## src/rtl/bullet.sv

```systemverilog
// Bullet for one tank: spawns at the owning tank's centre, moves one pixel
// every MOVE_TIME+1 clocks, dies on the screen edge or a wall cell, and on
// striking the opposing tank pulses hit and blocks re-fire for a cooldown.
//
// Ports:
//   clk           clock, all state on the rising edge
//   reset         asynchronous active-low reset
//   game_over     forces the bullet back to idle; suppresses hit
//   fire          fire request from the owning tank (accepted only in idle)
//   fire_dir      tank direction at fire time (00 up, 01 down, 10 left, 11 right)
//   tank_x/y      owning tank top-left
//   enemy_x/y     opposing tank top-left (32x32 box)
//   enemy_active  opposing tank alive
//   wall_map      bit r*16+c set = wall at row r = x/32, column c = y/32
//   hit           one-clock pulse on striking the opposing tank
//   busy          high whenever not idle
//   bullet_state  {1, PLAYER_INDEX[1:0], active, bx, by, dir, 6'b0}
module bullet #(
    parameter int unsigned PLAYER_INDEX  = 0,
    parameter int unsigned MOVE_TIME     = 200000,
    parameter int unsigned COOLDOWN_TIME = 4000000
) (
    input  logic         clk,
    input  logic         reset,
    input  logic         game_over,
    input  logic         fire,
    input  logic [1:0]   fire_dir,
    input  logic [9:0]   tank_x,
    input  logic [9:0]   tank_y,
    input  logic [9:0]   enemy_x,
    input  logic [9:0]   enemy_y,
    input  logic         enemy_active,
    input  logic [255:0] wall_map,
    output logic         hit,
    output logic         busy,
    output logic [31:0]  bullet_state
);

    localparam int unsigned MaxTime = (MOVE_TIME > COOLDOWN_TIME) ? MOVE_TIME : COOLDOWN_TIME;
    localparam int unsigned TimerW  = (MaxTime < 1) ? 1 : $clog2(MaxTime + 1);
    localparam logic [TimerW-1:0] MoveLoad = TimerW'(MOVE_TIME);
    localparam logic [TimerW-1:0] CoolLoad = TimerW'(COOLDOWN_TIME);
    localparam logic [1:0]        PlayerId = 2'(PLAYER_INDEX);

    typedef enum logic [1:0] {StIdle, StFly, StCooldown} state_e;

    state_e             state_q, state_d;
    logic [9:0]         bx_q, bx_d, by_q, by_d;
    logic [1:0]         dir_q, dir_d;
    logic [TimerW-1:0]  timer_q, timer_d;

    // Single timer serves both the step interval in flight and the cooldown.
    always_ff @(posedge clk or negedge reset) begin
        if (!reset) begin
            state_q <= StIdle;
            bx_q    <= '0;
            by_q    <= '0;
            dir_q   <= '0;
            timer_q <= '0;
        end else begin
            state_q <= state_d;
            bx_q    <= bx_d;
            by_q    <= by_d;
            dir_q   <= dir_d;
            timer_q <= timer_d;
        end
    end

    // Box overlap at 11 bits so enemy_x+32 cannot wrap near the 10-bit limit.
    logic [10:0] bx_w, by_w, ex_w, ey_w;
    logic        overlap;

    assign bx_w = {1'b0, bx_q};
    assign by_w = {1'b0, by_q};
    assign ex_w = {1'b0, enemy_x};
    assign ey_w = {1'b0, enemy_y};

    assign overlap = (bx_w < ex_w + 11'd32) && (bx_w + 11'd8 > ex_w) &&
                     (by_w < ey_w + 11'd32) && (by_w + 11'd8 > ey_w);

    // Step evaluation: next position and the two corners on its leading edge.
    logic [10:0] nbx, nby, ax, ay, cx, cy, lead;
    logic        underflow, overflow, range_bad, wall_hit, blocked;

    always_comb begin
        nbx       = bx_w;
        nby       = by_w;
        underflow = 1'b0;
        unique case (dir_q)
            2'b00: begin
                nby       = by_w - 11'd1;
                underflow = (by_q == 10'd0);
            end
            2'b01: nby = by_w + 11'd1;
            2'b10: begin
                nbx       = bx_w - 11'd1;
                underflow = (bx_q == 10'd0);
            end
            2'b11: nbx = bx_w + 11'd1;
        endcase

        ax = nbx;
        ay = nby;
        cx = nbx;
        cy = nby;
        unique case (dir_q)
            2'b00: cx = nbx + 11'd7;
            2'b01: begin
                ay = nby + 11'd7;
                cx = nbx + 11'd7;
                cy = nby + 11'd7;
            end
            2'b10: cy = nby + 11'd7;
            2'b11: begin
                ax = nbx + 11'd7;
                cx = nbx + 11'd7;
                cy = nby + 11'd7;
            end
        endcase

        lead      = dir_q[1] ? ax : ay;
        overflow  = dir_q[0] && (lead > 11'd511);
        range_bad = (|ax[10:9]) || (|ay[10:9]) || (|cx[10:9]) || (|cy[10:9]);
        wall_hit  = wall_map[{ax[8:5], ay[8:5]}] || wall_map[{cx[8:5], cy[8:5]}];
        blocked   = underflow || overflow || range_bad || wall_hit;
    end

    always_comb begin
        state_d = state_q;
        bx_d    = bx_q;
        by_d    = by_q;
        dir_d   = dir_q;
        timer_d = timer_q;
        hit     = 1'b0;
        unique case (state_q)
            StIdle: begin
                if (fire && !game_over) begin
                    bx_d    = tank_x + 10'd12;
                    by_d    = tank_y + 10'd12;
                    dir_d   = fire_dir;
                    timer_d = MoveLoad;
                    state_d = StFly;
                end
            end
            StFly: begin
                if (game_over) begin
                    state_d = StIdle;
                    timer_d = '0;
                end else if (enemy_active && overlap) begin
                    hit     = 1'b1;
                    timer_d = CoolLoad;
                    state_d = StCooldown;
                end else if (timer_q != '0) begin
                    timer_d = timer_q - TimerW'(1);
                end else if (blocked) begin
                    state_d = StIdle;
                end else begin
                    bx_d    = nbx[9:0];
                    by_d    = nby[9:0];
                    timer_d = MoveLoad;
                end
            end
            StCooldown: begin
                if (game_over || timer_q == '0) begin
                    state_d = StIdle;
                    timer_d = '0;
                end else begin
                    timer_d = timer_q - TimerW'(1);
                end
            end
            default: begin
                state_d = StIdle;
                timer_d = '0;
            end
        endcase
    end

    assign busy         = (state_q != StIdle);
    assign bullet_state = {1'b1, PlayerId, (state_q == StFly), bx_q, by_q, dir_q, 6'b0};

endmodule
```

## config.mk

```make
export PLATFORM = sky130hd
export DESIGN_NAME = bullet
export DESIGN_NICKNAME = d
export VERILOG_FILES = /design/src/rtl/bullet.sv
export SDC_FILE = /design/constraint.sdc
export NUM_CORES = 1
export LEC_CHECK = 0
export ABC_AREA = 0
export ABC_CLOCK_PERIOD_IN_PS = 17800
export BUFFER_PORTS_ARGS = -buffer_cell sky130_fd_sc_hd__buf_2
export CAP_MARGIN = 30
export CORE_MARGIN = 1
export CORE_UTILIZATION = 55
export CTS_CLUSTER_SIZE = 25
export DETAILED_ROUTE_END_ITERATION = 10
export GPL_TIMING_DRIVEN = 0
export PLACE_DENSITY = 0.88
export SYNTH_ARGS = -nofsm -noshare
export SYNTH_HDL_FRONTEND = slang
export SYNTH_SLANG_ARGS = --single-unit
```

## constraint.sdc

```tcl
create_clock -name clk -period 17.8 [get_ports clk]
set_clock_uncertainty 0.15 [all_clocks]
set_input_delay 0.89 -clock clk [delete_from_list [all_inputs] [get_ports clk]]
set_output_delay 0.89 -clock clk [all_outputs]
set_load 0.005 [all_outputs]
```

==> impl_results.md <==
* Area Growth Syn to Fin at 19.9%
* Via/cell ratio at 6.93
* EDFF count, synth at 0
* Die ar. at 20,700 um^2
* RSZ-0062 raised after global routing: false
* Row count at 51
* Netlist Area Pre-Place at 11,100 um^2
* DP Cell Count at 2,075
* Cts bufs inserted at 5
* Initial antenna violation count at 8
* Share of layout cells above drive strength 1 at 25.8%
* H-tree levels at 2
* Final wirelength at 51,900 um
* Core Region at 19,600 um^2
* Slowest cell delay on critical path at 0.81 ns
* Routability cong. at 1.07
* Die W at 144 um
* DP HPWL at 42,000 um
* WP buf/inv at 11
* Synth top area share at 12.8%
* Slew HR at 20.2%
* Min-Delay Path Class: input pin to asynchronous set/reset pin
* CP max stage cell: o41ai_2
* Setup CP Type: flip-flop to flip-flop
* Fin nets at 2,184
* Buffers on Ports at 326
* Worst slew pin tran at 1.18 ns
* First-pass GRT wire length at 76,200 um
* Clock transition at path regs at 0.07 ns
* Post-CTS Setup Bufs at 0
* Delay-heaviest family, CP: buffers and inverters
* Cts hold-fix bufs at 0
* Routed Antenna Nets at 0
* Final Setup Violations at 0
* Worst-Skew Late Latency at 0.29 ns
* CTS tree: built
* Synth area leaders: mux2i_1 (13%), dfrtp_1 (10%), nand2_1 (7.6%), ha_1 (6.9%), mux4_2 (6.5%)
* DR pass1 iterations at 8
* Fin cells at 2,093
* Fmax achieved at 114 MHz
* Reg2reg path depth at 24
* Synth area leader: mux2i_1
* Largest net degree at the start of global routing at 38
* Ys async rst share at 100%
* Slew Viols, Final at 0
* Fin crit period at 8.80 ns
* Max Cap Violations at 0
* CP max FO at 10
* Vert. Die Dim at 144 um
* Drt drc at 0
* Most frequent cells in the layout: buf_2 (357), nand2_1 (225), mux2i_1 (142)
* Initial DRC Count at 1,613
* Syn Inst Count at 1,473
* WL/cell at 24.8 um
* Vias in the first global route at 13,700
* Clock root buffer: clkbuf_16
* Synth Register Bits at 46
* Most used DFF post-synth: dfrtp_1
* Endpoints failing hold at 0
* Setup TNS at 0 ns
* Cts repair resizes at 0
* CP Capture Type: flip-flop
* CP Depth at 24
* Clock Path Buffers at 2
* Outcome: finished, final reports clean
* YS warnings at 0
* Final Cycle Share at 49.5%
* Clk sinks at 46
* Crit-path cells: buf_2 > buf_2 > buf_2 > clkbuf_1 > clkbuf_1 > buf_1 > buf_1 > mux2i_1 > ha_1 > and2_1 > a2111oi_4 > nor2_1 > o21ai_2 > buf_4 > buf_2 > buf_4 > a311oi_1 > a311oi_1 > a31oi_1 > o211a_1 > o41ai_2 > a31oi_1 > buf_6 > mux2_4
* Setup crit start kind: flip-flop
* Post-synthesis cell type count at 86
* Total GRT Usage at 48.7%
* Syn_area_per_cell at 7.53 um^2
* Overflow after GRT at 0
* DR vias at 14,500
* Crit path top cell by count: buf_2
* Commonest non-fill, non-tap cell in the layout: buf_2
* WP data required at 17.83 ns
* Register area share after synthesis at 10.4%
* Critical Path AT at 8.83 ns
* I/O Pins at 337
* Starting Density at 56.6%
synthesized netlist by cell type (33+ instances only):
library cell,number
dfrtp_1,46
inv_1,60
ha_1,61
nor3_1,34
nand2_1,225
nor2_1,65
clkbuf_1,45
a211oi_1,33
xnor2_1,35
mux2i_1,142
o21ai_0,65
nand3_1,52
a21oi_1,83
layer usage:
| layer | share of wire [%] | track usage [%] | up-vias |
|---|---|---|---|
| met5 | 0.025 | 0 | - |
| met4 | 8.9 | 37.5 | 2 |
| met3 | 11 | 8.84 | 322 |
| met2 | 44 | 76.7 | 1267 |
| met1 | 36 | 59.0 | 6643 |
| li1 | - | - | 6278 |
through the flow:
step | instance area, um^2 | util, % | setup slack [ns] | hold WS [ns]
after global routing | 13300 | 67.9 | 8.80 | 0.320
final | 13300 | 67.9 | 9.00 | 0.302
after floorplan | 11100 | - | 11.72 | 0.308
after detailed placement | 13100 | 67.0 | 9.42 | 0.347
after CTS | 13300 | 67.7 | 9.42 | 0.309
after global placement | 13100 | 66.8 | 9.34 | 0.341
final timing paths:
check	from	endpoint	slack (ns)
max	dir_q[1]	by_q[9]	9.00
min	reset	timer_q[3]	0.30
max reg2reg	dir_q[1]	by_q[9]	9.00
min reg2reg	timer_q[12]	timer_q[12]	0.35
max in group asynchronous	reset	by_q[4]	16.73
min in group clk	timer_q[12]	timer_q[12]	0.35
sequential cells by signal, summed over array words and instances (netlist names):
name and flops:
bx_q 10, by_q 10, dir_q 2, state_q 2
timer_q 22
final cells by class:
class | count | area [um^2]
clock buffer | 5 | 125
multi-input combinational | 1268 | 9210
clock inverter | 3 | 23.8
antenna | 9 | 22.5
buffer | 105 | 522
fill | 1705 | 6290
tap | 265 | 332
timing repair buffer | 331 | 1680
inverter | 61 | 229
sequential | 46 | 1150
cells by family after synthesis:
logic type	after synthesis	share of synthesized area, %
mux	195	21.8
fa+ha+maj	63	7.24
xor+xnor	52	4.11
flops	46	10.4
buf+inv	166	6.77
simple gates	538	23.3
compound gates	411	26.4
other cells	2	0.0677
worst reg2reg max path, cell delays in order, from the launching register on:
cell       delay (ns)
dfrtp_1          0.47
buf_2            0.26
buf_2            0.30
buf_2            0.33
clkbuf_1         0.43
clkbuf_1         0.46
buf_1            0.45
buf_1            0.61
mux2i_1          0.21
ha_1             0.30
and2_1           0.22
a2111oi_4        0.43
nor2_1           0.30
o21ai_2          0.40
buf_4            0.27
buf_2            0.34
buf_4            0.28
a311oi_1         0.12
a311oi_1         0.37
a31oi_1          0.10
o211a_1          0.30
o41ai_2          0.81
a31oi_1          0.25
buf_6            0.24
mux2_4           0.31
Power is left out: the tool's default activity adds up to more than one toggle a clock period on the data nets, which glitch-free logic cannot reach.
